[config.mk]
export PLATFORM = sky130hd
export DESIGN_NAME = wb_slave_router
export DESIGN_NICKNAME = d
export VERILOG_FILES = /design/src/rtl/wb_router_pkg.sv /design/src/rtl/wb_addr_decode.sv /design/src/rtl/wb_slave_router.sv
export SDC_FILE = /design/constraint.sdc
export NUM_CORES = 1
export LEC_CHECK = 0
export BUFFER_PORTS_ARGS = -buffer_cell sky130_fd_sc_hd__buf_2
export CAP_MARGIN = 25
export CORE_MARGIN = 1
export CORE_UTILIZATION = 48
export DETAILED_ROUTE_END_ITERATION = 12
export GPL_TIMING_DRIVEN = 0
export PLACE_DENSITY = 0.94
export SLEW_MARGIN = 0
export SYNTH_ARGS = -nofsm -noshare
export SYNTH_HDL_FRONTEND = slang
export SYNTH_HIERARCHICAL = 1
export SYNTH_SLANG_ARGS = --single-unit
[constraint.sdc]
create_clock -name wb_clk_i -period 3.08 [get_ports wb_clk_i]
set_clock_uncertainty 0.05 [all_clocks]
set_input_delay 0.462 -clock wb_clk_i [delete_from_list [all_inputs] [get_ports wb_clk_i]]
set_output_delay 0.462 -clock wb_clk_i [all_outputs]
set_load 0.01 [all_outputs]
[src/rtl/wb_router_pkg.sv]
// Shared definitions for the Wishbone slave router.
//
// Contents:
//   router_state_t - router FSM state encoding (StIdle, StWait, StResp)
//   ERR_DATA       - read data returned on a decode miss or slave timeout
//   ADDR_CMP_W     - width of the address field compared against each base entry
package wb_router_pkg;

    typedef enum logic [1:0] {
        StIdle = 2'd0,
        StWait = 2'd1,
        StResp = 2'd2
    } router_state_t;

    localparam logic [31:0] ERR_DATA   = 32'hDEAD_BEEF;
    localparam int unsigned ADDR_CMP_W = 16;

endpackage

[src/rtl/wb_addr_decode.sv]
// Address decoder for the Wishbone slave router.
//
// Compares the upper address field against every base entry and selects the
// lowest matching index, so overlapping entries resolve to the lowest slave.
// Entry 0 is the leftmost (most significant) field of SLV_BASE, which lets the
// table be written in slave order: {base0, base1, ...}.
//
// Ports:
//   adr_hi - address bits [31:16] of the incoming request
//   hit    - at least one entry matched
//   sel    - one-hot select of the winning slave (all zero on a miss)
module wb_addr_decode
    import wb_router_pkg::*;
#(
    parameter int unsigned                  N_SLV    = 2,
    parameter logic [N_SLV*ADDR_CMP_W-1:0] SLV_BASE = {16'h3000, 16'h3800}
) (
    input  logic [ADDR_CMP_W-1:0] adr_hi,
    output logic                  hit,
    output logic [N_SLV-1:0]      sel
);

    always_comb begin
        hit = 1'b0;
        sel = '0;
        for (int unsigned i = 0; i < N_SLV; i++) begin
            if (!hit && adr_hi == SLV_BASE[(N_SLV-1-i)*ADDR_CMP_W +: ADDR_CMP_W]) begin
                hit    = 1'b1;
                sel[i] = 1'b1;
            end
        end
    end

endmodule

[src/rtl/wb_slave_router.sv]
// Wishbone slave router: one upstream slave port fanned out to N_SLV
// downstream slaves, one outstanding transaction at a time.
//
// A request in IDLE is registered and decoded. A hit strobes the selected
// slave (WAIT) until it acks; a miss answers immediately with an error. The
// response is a single-cycle wbs_ack_o (RESP). Dropping wbs_cyc_i in WAIT
// aborts silently.
//
// Optional feature macro: WB_ROUTER_TIMEOUT_EN. When defined, WAIT is bounded
// to TIMEOUT cycles and then answered with an error; otherwise WAIT lasts until
// ack or abort and TIMEOUT is unused.
//
// Ports:
//   wb_clk_i, wb_rst_n            - clock, synchronous active-low reset
//   wbs_cyc/stb/we/sel/adr/dat_i  - upstream request
//   wbs_ack_o, wbs_err_o          - response strobe and error qualifier
//   wbs_dat_o                     - read data (held outside RESP)
//   s_cyc_o, s_stb_o              - per-slave request strobes
//   s_we/sel/adr/dat_o            - broadcast registered request fields
//   s_ack_i, s_dat_i              - per-slave ack and read data (slave i at slice i)
module wb_slave_router
    import wb_router_pkg::*;
#(
    parameter int unsigned                  N_SLV       = 2,
    parameter int unsigned                  pDATA_WIDTH = 32,
    parameter logic [N_SLV*ADDR_CMP_W-1:0] SLV_BASE    = {16'h3000, 16'h3800},
    parameter int unsigned                  TIMEOUT     = 255
) (
    input  logic                         wb_clk_i,
    input  logic                         wb_rst_n,

    input  logic                         wbs_cyc_i,
    input  logic                         wbs_stb_i,
    input  logic                         wbs_we_i,
    input  logic [3:0]                   wbs_sel_i,
    input  logic [31:0]                  wbs_adr_i,
    input  logic [pDATA_WIDTH-1:0]       wbs_dat_i,
    output logic                         wbs_ack_o,
    output logic                         wbs_err_o,
    output logic [pDATA_WIDTH-1:0]       wbs_dat_o,

    output logic [N_SLV-1:0]             s_cyc_o,
    output logic [N_SLV-1:0]             s_stb_o,
    output logic                         s_we_o,
    output logic [3:0]                   s_sel_o,
    output logic [31:0]                  s_adr_o,
    output logic [pDATA_WIDTH-1:0]       s_dat_o,
    input  logic [N_SLV-1:0]             s_ack_i,
    input  logic [N_SLV*pDATA_WIDTH-1:0] s_dat_i
);

    router_state_t            state;
    logic                     req_we;
    logic [3:0]               req_sel;
    logic [31:0]              req_adr;
    logic [pDATA_WIDTH-1:0]   req_dat;
    logic [N_SLV-1:0]         slv_sel;

    logic                     dec_hit;
    logic [N_SLV-1:0]         dec_sel;
    logic                     sel_ack;
    logic [pDATA_WIDTH-1:0]   rd_data;

`ifdef WB_ROUTER_TIMEOUT_EN
    localparam int unsigned TMO_W = (TIMEOUT > 1) ? $clog2(TIMEOUT + 1) : 1;
    logic [TMO_W-1:0] tmo_cnt;
    logic             tmo_hit;

    // The counter holds the number of WAIT cycles already elapsed, so this
    // fires on the TIMEOUT-th cycle in WAIT.
    assign tmo_hit = (32'(tmo_cnt) + 32'd1) >= TIMEOUT;
`endif

    wb_addr_decode #(
        .N_SLV    (N_SLV),
        .SLV_BASE (SLV_BASE)
    ) u_decode (
        .adr_hi (wbs_adr_i[31:32-ADDR_CMP_W]),
        .hit    (dec_hit),
        .sel    (dec_sel)
    );

    // Only the selected slave's ack counts; others are ignored.
    assign sel_ack = |(s_ack_i & slv_sel);

    // One-hot read data mux.
    always_comb begin
        rd_data = '0;
        for (int unsigned i = 0; i < N_SLV; i++) begin
            if (slv_sel[i]) begin
                rd_data = rd_data | s_dat_i[i*pDATA_WIDTH +: pDATA_WIDTH];
            end
        end
    end

    assign s_we_o  = req_we;
    assign s_sel_o = req_sel;
    assign s_adr_o = req_adr;
    assign s_dat_o = req_dat;

    always_ff @(posedge wb_clk_i) begin
        if (!wb_rst_n) begin
            state     <= StIdle;
            wbs_ack_o <= 1'b0;
            wbs_err_o <= 1'b0;
            wbs_dat_o <= '0;
            s_cyc_o   <= '0;
            s_stb_o   <= '0;
            req_we    <= 1'b0;
            req_sel   <= '0;
            req_adr   <= '0;
            req_dat   <= '0;
            slv_sel   <= '0;
`ifdef WB_ROUTER_TIMEOUT_EN
            tmo_cnt   <= '0;
`endif
        end else begin
            unique case (state)
                StIdle: begin
                    if (wbs_cyc_i && wbs_stb_i) begin
                        req_we  <= wbs_we_i;
                        req_sel <= wbs_sel_i;
                        req_adr <= wbs_adr_i;
                        req_dat <= wbs_dat_i;
                        slv_sel <= dec_sel;
                        if (dec_hit) begin
                            s_cyc_o <= dec_sel;
                            s_stb_o <= dec_sel;
                            state   <= StWait;
`ifdef WB_ROUTER_TIMEOUT_EN
                            tmo_cnt <= '0;
`endif
                        end else begin
                            // Decode miss: answer in the very next cycle.
                            wbs_ack_o <= 1'b1;
                            wbs_err_o <= 1'b1;
                            wbs_dat_o <= pDATA_WIDTH'(ERR_DATA);
                            state     <= StResp;
                        end
                    end
                end

                StWait: begin
                    if (!wbs_cyc_i) begin
                        // Master abort: no response, release the slave.
                        s_cyc_o <= '0;
                        s_stb_o <= '0;
                        state   <= StIdle;
                    end else if (sel_ack) begin
                        s_cyc_o   <= '0;
                        s_stb_o   <= '0;
                        wbs_ack_o <= 1'b1;
                        wbs_err_o <= 1'b0;
                        wbs_dat_o <= rd_data;
                        state     <= StResp;
                    end
`ifdef WB_ROUTER_TIMEOUT_EN
                    else if (tmo_hit) begin
                        s_cyc_o   <= '0;
                        s_stb_o   <= '0;
                        wbs_ack_o <= 1'b1;
                        wbs_err_o <= 1'b1;
                        wbs_dat_o <= pDATA_WIDTH'(ERR_DATA);
                        state     <= StResp;
                    end else begin
                        tmo_cnt <= tmo_cnt + TMO_W'(1);
                    end
`endif
                end

                StResp: begin
                    wbs_ack_o <= 1'b0;
                    wbs_err_o <= 1'b0;
                    state     <= StIdle;
                end

                default: begin
                    s_cyc_o <= '0;
                    s_stb_o <= '0;
                    state   <= StIdle;
                end
            endcase
        end
    end

endmodule
==> Word level (Yosys, flattened, before mapping) <==
Cells that the tools add are included.
{ "word_totals": {"reg_bits": 109, "elab_cells": 63, "out_inout_bits": 107, "inputBits": 139} }
{ "op_classes": {"n_mux": 28, "n_eq_ne": 10, "n_reduce_logical": 12, "n_bitwise": 3} }
{ "ops": {"columns": ["op", "n"], "rows": [
  ["32-bit 2-to-1 mux", 6],
  ["32-bit case mux with 2 select lines", 1],
  ["16-bit by 14-bit == test with 1-bit output (second input constant)", 2],
  ["32-bit OR", 1],
  ["2-bit 2-to-1 mux", 8],
  ["2-bit inequality test (second input constant)", 5],
  ["5-bit AND reduction", 2],
  ["1-bit 2-to-1 mux", 9],
  ["1-bit case mux with 3 select lines", 2],
  ["2-bit case mux with 3 select lines", 1],
  ["2-bit case mux with 2 select lines", 1],
  ["2-bit AND reduction", 2],
  ["4-bit AND reduction", 1],
  ["3-bit inequality test (second input constant)", 1],
  ["3-bit nonzero test", 1],
  ["2-bit bitwise AND", 1],
  ["2-bit by 1-bit == test with 1-bit output (second input constant)", 1],
  ["2-bit == test (second input constant)", 1],
  ["1-bit logical AND", 2],
  ["2-bit logical NOT", 1],
  ["2-bit nonzero test", 1],
  ["2-bit OR reduction", 1],
  ["1-bit logical NOT", 1],
  ["1-bit inverter", 1]
]} }

==> Logic depth before layout (Yosys ltp) <==
{ "logic_depth": {"ltp_word": 8, "depth_mapped": 8, "depth_no_buf": 7} }

==> Modules after synthesis <==
Netlist, hierarchy kept.
{ "modules_own_cells": {"columns": ["mod", "seq_area_each_um2", "cells_each", "n_inst", "area_each_um2"], "rows": [
  ["wb_slave_router", 2182.1, 508, 1, 4352.9],
  ["wb_addr_decode", 0.0, 9, 1, 63.8]
]} }

==> Worst setup path before layout <==
OpenSTA, ideal clock, no wires.
{ "synth_timing": {"kind": "input -> register", "startpoint": "input wbs_adr_i[18]", "endpoint": "register wbs_dat_o[0]", "path_buffers": 1, "arrival_ns": 1.782, "required_ns": 2.898, "cell_stages": 8, "setup_time_ns": 0.132, "path_slack_ns": 1.116, "cell_sequence": "and4bb_2 -> nand4_1 -> inv_1 -> nand2b_1 -> a221o_2 -> buf_6 -> a221oi_2 -> nor3_1"} }
{ "synth_between": {"elab_chain_len": 7, "word_cells_on_any_way": 8, "cone_classes": "eq/ne (3); mux (2); reduce/logical (3)"} }
{ "synth_rtl": {"columns": ["element", "line_no", "text"], "rows": [
  ["start: declaration", "wb_slave_router.sv:36", "input logic [31:0] wbs_adr_i,"],
  ["16-bit by 14-bit == test with 1-bit output", "wb_addr_decode.sv:27", "if (!hit && adr_hi == SLV_BASE[(N_SLV-1-i)*ADDR_CMP_W +: ADDR_CMP_W]) begin"],
  ["1-bit 2-to-1 mux", "wb_addr_decode.sv:27", null],
  ["1-bit logical NOT", "wb_addr_decode.sv:27", null],
  ["1-bit logical AND", "wb_addr_decode.sv:27", null],
  ["1-bit 2-to-1 mux (*)", "wb_addr_decode.sv:27", null],
  ["via dec_hit", "wb_slave_router.sv:59", "logic dec_hit;"],
  ["2-bit inequality test (no line) (*)", null, null],
  ["5-bit AND reduction (no line) (*)", null, null],
  ["end signal: assignment", "wb_slave_router.sv:137", "wbs_dat_o <= pDATA_WIDTH'(ERR_DATA);"],
  ["end signal: assignment", "wb_slave_router.sv:154", "wbs_dat_o <= rd_data;"],
  ["end: declaration", "wb_slave_router.sv:40", "output logic [pDATA_WIDTH-1:0] wbs_dat_o,"]
]} }
Mark *: on every way through the listed nets, which the timed path passes. The rest lies on a longest branch.
A chain may end at the register's enable or synchronous reset.

==> Final worst setup path <==
{ "layout_timing": {"startpoint": "register state[0]", "endpoint": "register req_we, in the netlist s_we_o"} }
{ "layout_between": {"elab_chain_len": 2} }
{ "layout_rtl": {"columns": ["element", "line_no", "text"], "rows": [
  ["start: declaration", "wb_slave_router.sv:52", "router_state_t state;"],
  ["start signal: assignment", "wb_slave_router.sv:103", "state <= StIdle;"],
  ["start signal: assignment", "wb_slave_router.sv:129", "state <= StWait;"],
  ["start signal: assignment", "wb_slave_router.sv:138", "state <= StResp;"],
  ["2-bit logical NOT", "wb_slave_router.sv:118", "unique case (state)"],
  ["2-bit AND reduction (no line)", null, null],
  ["end signal: assignment", "wb_slave_router.sv:121", "req_we <= wbs_we_i;"],
  ["end: declaration", "wb_slave_router.sv:53", "logic req_we;"]
]} }
No other way between the ends.

==> metrics.md <==
| Metric | Value |
|---|---|
| Status | `complete, but fails checks` |
| Failing checks | `design-rule violations` |
| Placed Instance Area | `5773 um^2` |
| DRT Wirelength | `12730 um` |
| FILL cells | `738` |
| Antenna Nets Post-Route | `0` |
| Sequential area share after synthesis | `49.41%` |
| Final setup fails | `0` |
| Share of layout cells above drive strength 1 | `40.41%` |
| Final hold vios | `0` |
| # Post-CTS Setup Buffers | `0` |
| Setup ws final | `1.017 ns` |
| Setup TNS | `0 ns` |
| Seq cells post-synth | `109` |
| Register Area | `2182 um^2` |
| Vias | `4559` |
| Die W | `97.93 um` |
| Mapped cell area | `4417 um^2` |
| Leak | `2.876 nW` |
| Core Rows | `34` |
| Mean area per synthesized cell | `8.543 um^2` |
| Total grt overflow | `0` |
| Syn Nets | `660` |
| Post-synthesis xor/xnor area fraction | `0%` |
| Starting DRT DRC Count | `128` |
| H-tree depth | `3` |
| Vias in the first global route | `4577` |
| Multi-input logic area | `1996 um^2` |
| Mux cell area share after synthesis | `2.266%` |
| Area growth, synth to finish | `35.38%` |
| Synth Area in Compound Gates | `19.80%` |
| Crit path kind | `reg2reg` |
| Synth Warn # | `6` |
| First-pass detailed-route iteration total | `9` |
| Final Cycle Share | `66.97%` |
| Chip height | `97.93 um` |
| RSZ-0062 raised after global routing | `false` |
| TritonCTS buffer count | `9` |
| Post-synth cell types | `35` |
| Largest net degree at the start of global routing | `20` |
| Setup crit start | `state[0]$_SDFFE_PN0P_` |
| Register clock-pin slew on the reported worst setup and hold paths | `0.11 ns` |
| Min Hold Slack | `0.2737 ns` |
| CTS Sinks | `109` |
| Post-Synth Simple-Gate Area | `21.98%` |
| Fmax | `484.8 MHz` |
| Reg2Reg Launch Point | `state[0]$_SDFFE_PN0P_` |
| PnR Total Power | `0.002858 W` |
| Biggest area consumer among synthesized cells | `dfxtp_1` |
| Dpl ws | `0.7139 ns` |
| Startpoint Class | `flip-flop` |
| CTS tree | `built` |
| Global-route wire length before repair | `20800 um` |
| Post-CTS Hold Buffers | `0` |
| Hold Startpoint | `wbs_dat_i[16]` |
| Fin area | `5979 um^2` |
| Initial antenna violation count | `1` |
| Root Buffer | `clkbuf_8` |
| Area of the core | `8806 um^2` |
| IO Pins | `246` |
| Gr usage total | `26.85%` |
| Post-layout minimum cycle time | `2.063 ns` |
| Worst min-delay path category | `in2reg` |
| Largest family of logic cells by synthesized area | `simple AND/OR/NAND/NOR gates` |
| Critical path required time | `3.31 ns` |
| Clk_lat worst skew | `0.36 ns` |
| Drt wl/cell | `14.37 um` |
| Post-Syn Instances | `517` |
| Post-cts resize count | `0` |
| Worst slew pin tran | `0.5640 ns` |
| Largest fanout on the critical path | `10` |
| Slew Limit Fails | `0` |
| Internal reg-to-reg setup slack | `1.02 ns` |
| CP max stage delay | `0.45 ns` |
| WP data arrival | `2.30 ns` |
| Synth Area in Adders | `1.133%` |
| DP Wirelength | `9745 um` |
| CP max stage cell | `clkbuf_1` |
| MaxCap Viol Count | `0` |
| Die ar. | `9589 um^2` |
| Initial core utilization | `50.16%` |
| Cell Pwr Density | `478.0 nW/um^2` |
| Maximum VDD drop | `0.2910 mV` |
| Routability cong. | `0.8766` |
| Port Buffers | `244` |
| Worst Setup End Kind | `flip-flop` |
| Area contributors post-synth | `dfxtp_1 (49%), nand2_1 (12%), a21oi_1 (8.3%)` |
| Residual DRC | `19` |
| Clock buffer depth | `2` |
| Cells along the critical path | `inv_1 > ha_1 > buf_2 > nand3_1 > clkbuf_1 > nand2_1 > a21oi_1` |
| Slew margin rel. | `62.40%` |
| Nets | `915` |
| Top cell type's share of synthesized area | `49.41%` |
| Via/cell ratio | `5.146` |
[state kept, by name (all words and copies together), names as in the netlist]
name       flops
s_adr_o       32
s_dat_o       32
s_sel_o        4
s_stb_o        2
s_we_o         1
slv_sel        2
state          2
wbs_ack_o      1
wbs_dat_o     32
wbs_err_o      1
[cells in the final DEF (no fill, tap or decap), drive strengths merged, types with 2 or more instances in the layout]
master,instances
buf,268
nor4,2
nand3,5
a221oi,26
nor2b,8
clkinv,2
a22oi,10
dfxtp,109
nand2,147
clkbuf,29
nor3,25
inv,8
ha,4
mux2i,10
a21oi,73
nor2,35
[critical path, delay by kind of cell, from the launching register on]
family,cells,cell delay [ns]
flip-flops,1,0.40
AND/OR/NAND/NOR,2,0.42
buffers and inverters,3,0.72
AO/OA/AOI/OAI,1,0.15
adder cells (fa/ha/maj),1,0.23
[routing by layer]
| layer | up-vias | wire [um] | global-route usage [%] |
|---|---|---|---|
| met3 | 34 | 992 | 6.228 |
| met4 | 0 | 363 | 10.72 |
| met5 | - | 0 | 0 |
| met2 | 191 | 6293 | 48.75 |
| met1 | 2058 | 5081 | 30.21 |
| li1 | 2276 | - | - |
[cell usage after synthesis]
| master | count |
|---|---|
| and4bb_2 | 1 |
| nand4_1 | 1 |
| dfxtp_1 | 109 |
| mux2i_1 | 10 |
| and3b_1 | 1 |
| buf_4 | 5 |
| inv_1 | 4 |
| nor2_1 | 35 |
| a221o_2 | 1 |
| a21oi_1 | 73 |
| a221oi_2 | 21 |
| a211oi_1 | 1 |
| inv_2 | 1 |
| ha_1 | 4 |
| and3_1 | 1 |
| a32oi_1 | 1 |
| nor4_2 | 2 |
| o21ba_2 | 1 |
| nand4b_1 | 1 |
| nand2b_1 | 1 |
| or2_2 | 1 |
| buf_6 | 2 |
| nor3_1 | 25 |
| a22oi_2 | 1 |
| nor2b_1 | 8 |
| a221oi_1 | 5 |
| buf_2 | 17 |
| nand3_1 | 5 |
| a22oi_1 | 8 |
| clkbuf_1 | 20 |
| a32o_1 | 1 |
| a311oi_1 | 1 |
| a22oi_4 | 1 |
| nand2_1 | 147 |
| nand3b_1 | 1 |
[path summary, 6_finish.rpt]
check                                  end  depth (start not counted)
setup / recovery       s_we_o$_SDFFE_PN0P_                          7
hold / removal    s_dat_o[16]$_SDFFE_PN0P_                          3
setup reg to reg       s_we_o$_SDFFE_PN0P_                          7
hold reg to reg    s_adr_o[3]$_SDFFE_PN0P_                          2
[power by group]
| group | switching (W) | internal (W) |
|---|---|---|
| Sequential | 0.0000354 | 0.00149 |
| Clock | 0.000505 | 0.000388 |
| Combinational | 0.000253 | 0.000191 |
| Total | 0.000793 | 0.00206 |
[kinds of logic (layout without fill, tap and decap cells)]
logic type / count (synthesis) / count (layout)
AND/OR/NAND/NOR: 230 / 230
AO/OA/AOI/OAI: 115 / 115
flip-flops: 109 / 109
buffers and inverters: 49 / 309
multiplexers: 10 / 10
adder cells (fa/ha/maj): 4 / 4
other: 0 / 1
[metrics by stage]
stage | util [%] | instances
finish | 67.90 | 886
global route | 67.90 | 886
CTS | 67.87 | 885
detailed placement | 65.56 | 869
global placement | 65.56 | 869
floorplan | - | 517
[area by class of cell]
type	count	area share (%)
Clock inverter	7	1.339
Clock buffer	9	2.072
Buffer	44	3.683
Multi-Input combinational cell	359	33.38
Timing Repair Buffer	244	20.42
Inverter	5	0.3139
Tap cell	108	2.260
Sequential cell	109	36.49
Antenna cell	1	0.04185
Note: power is estimated with default switching activity, not from simulation.
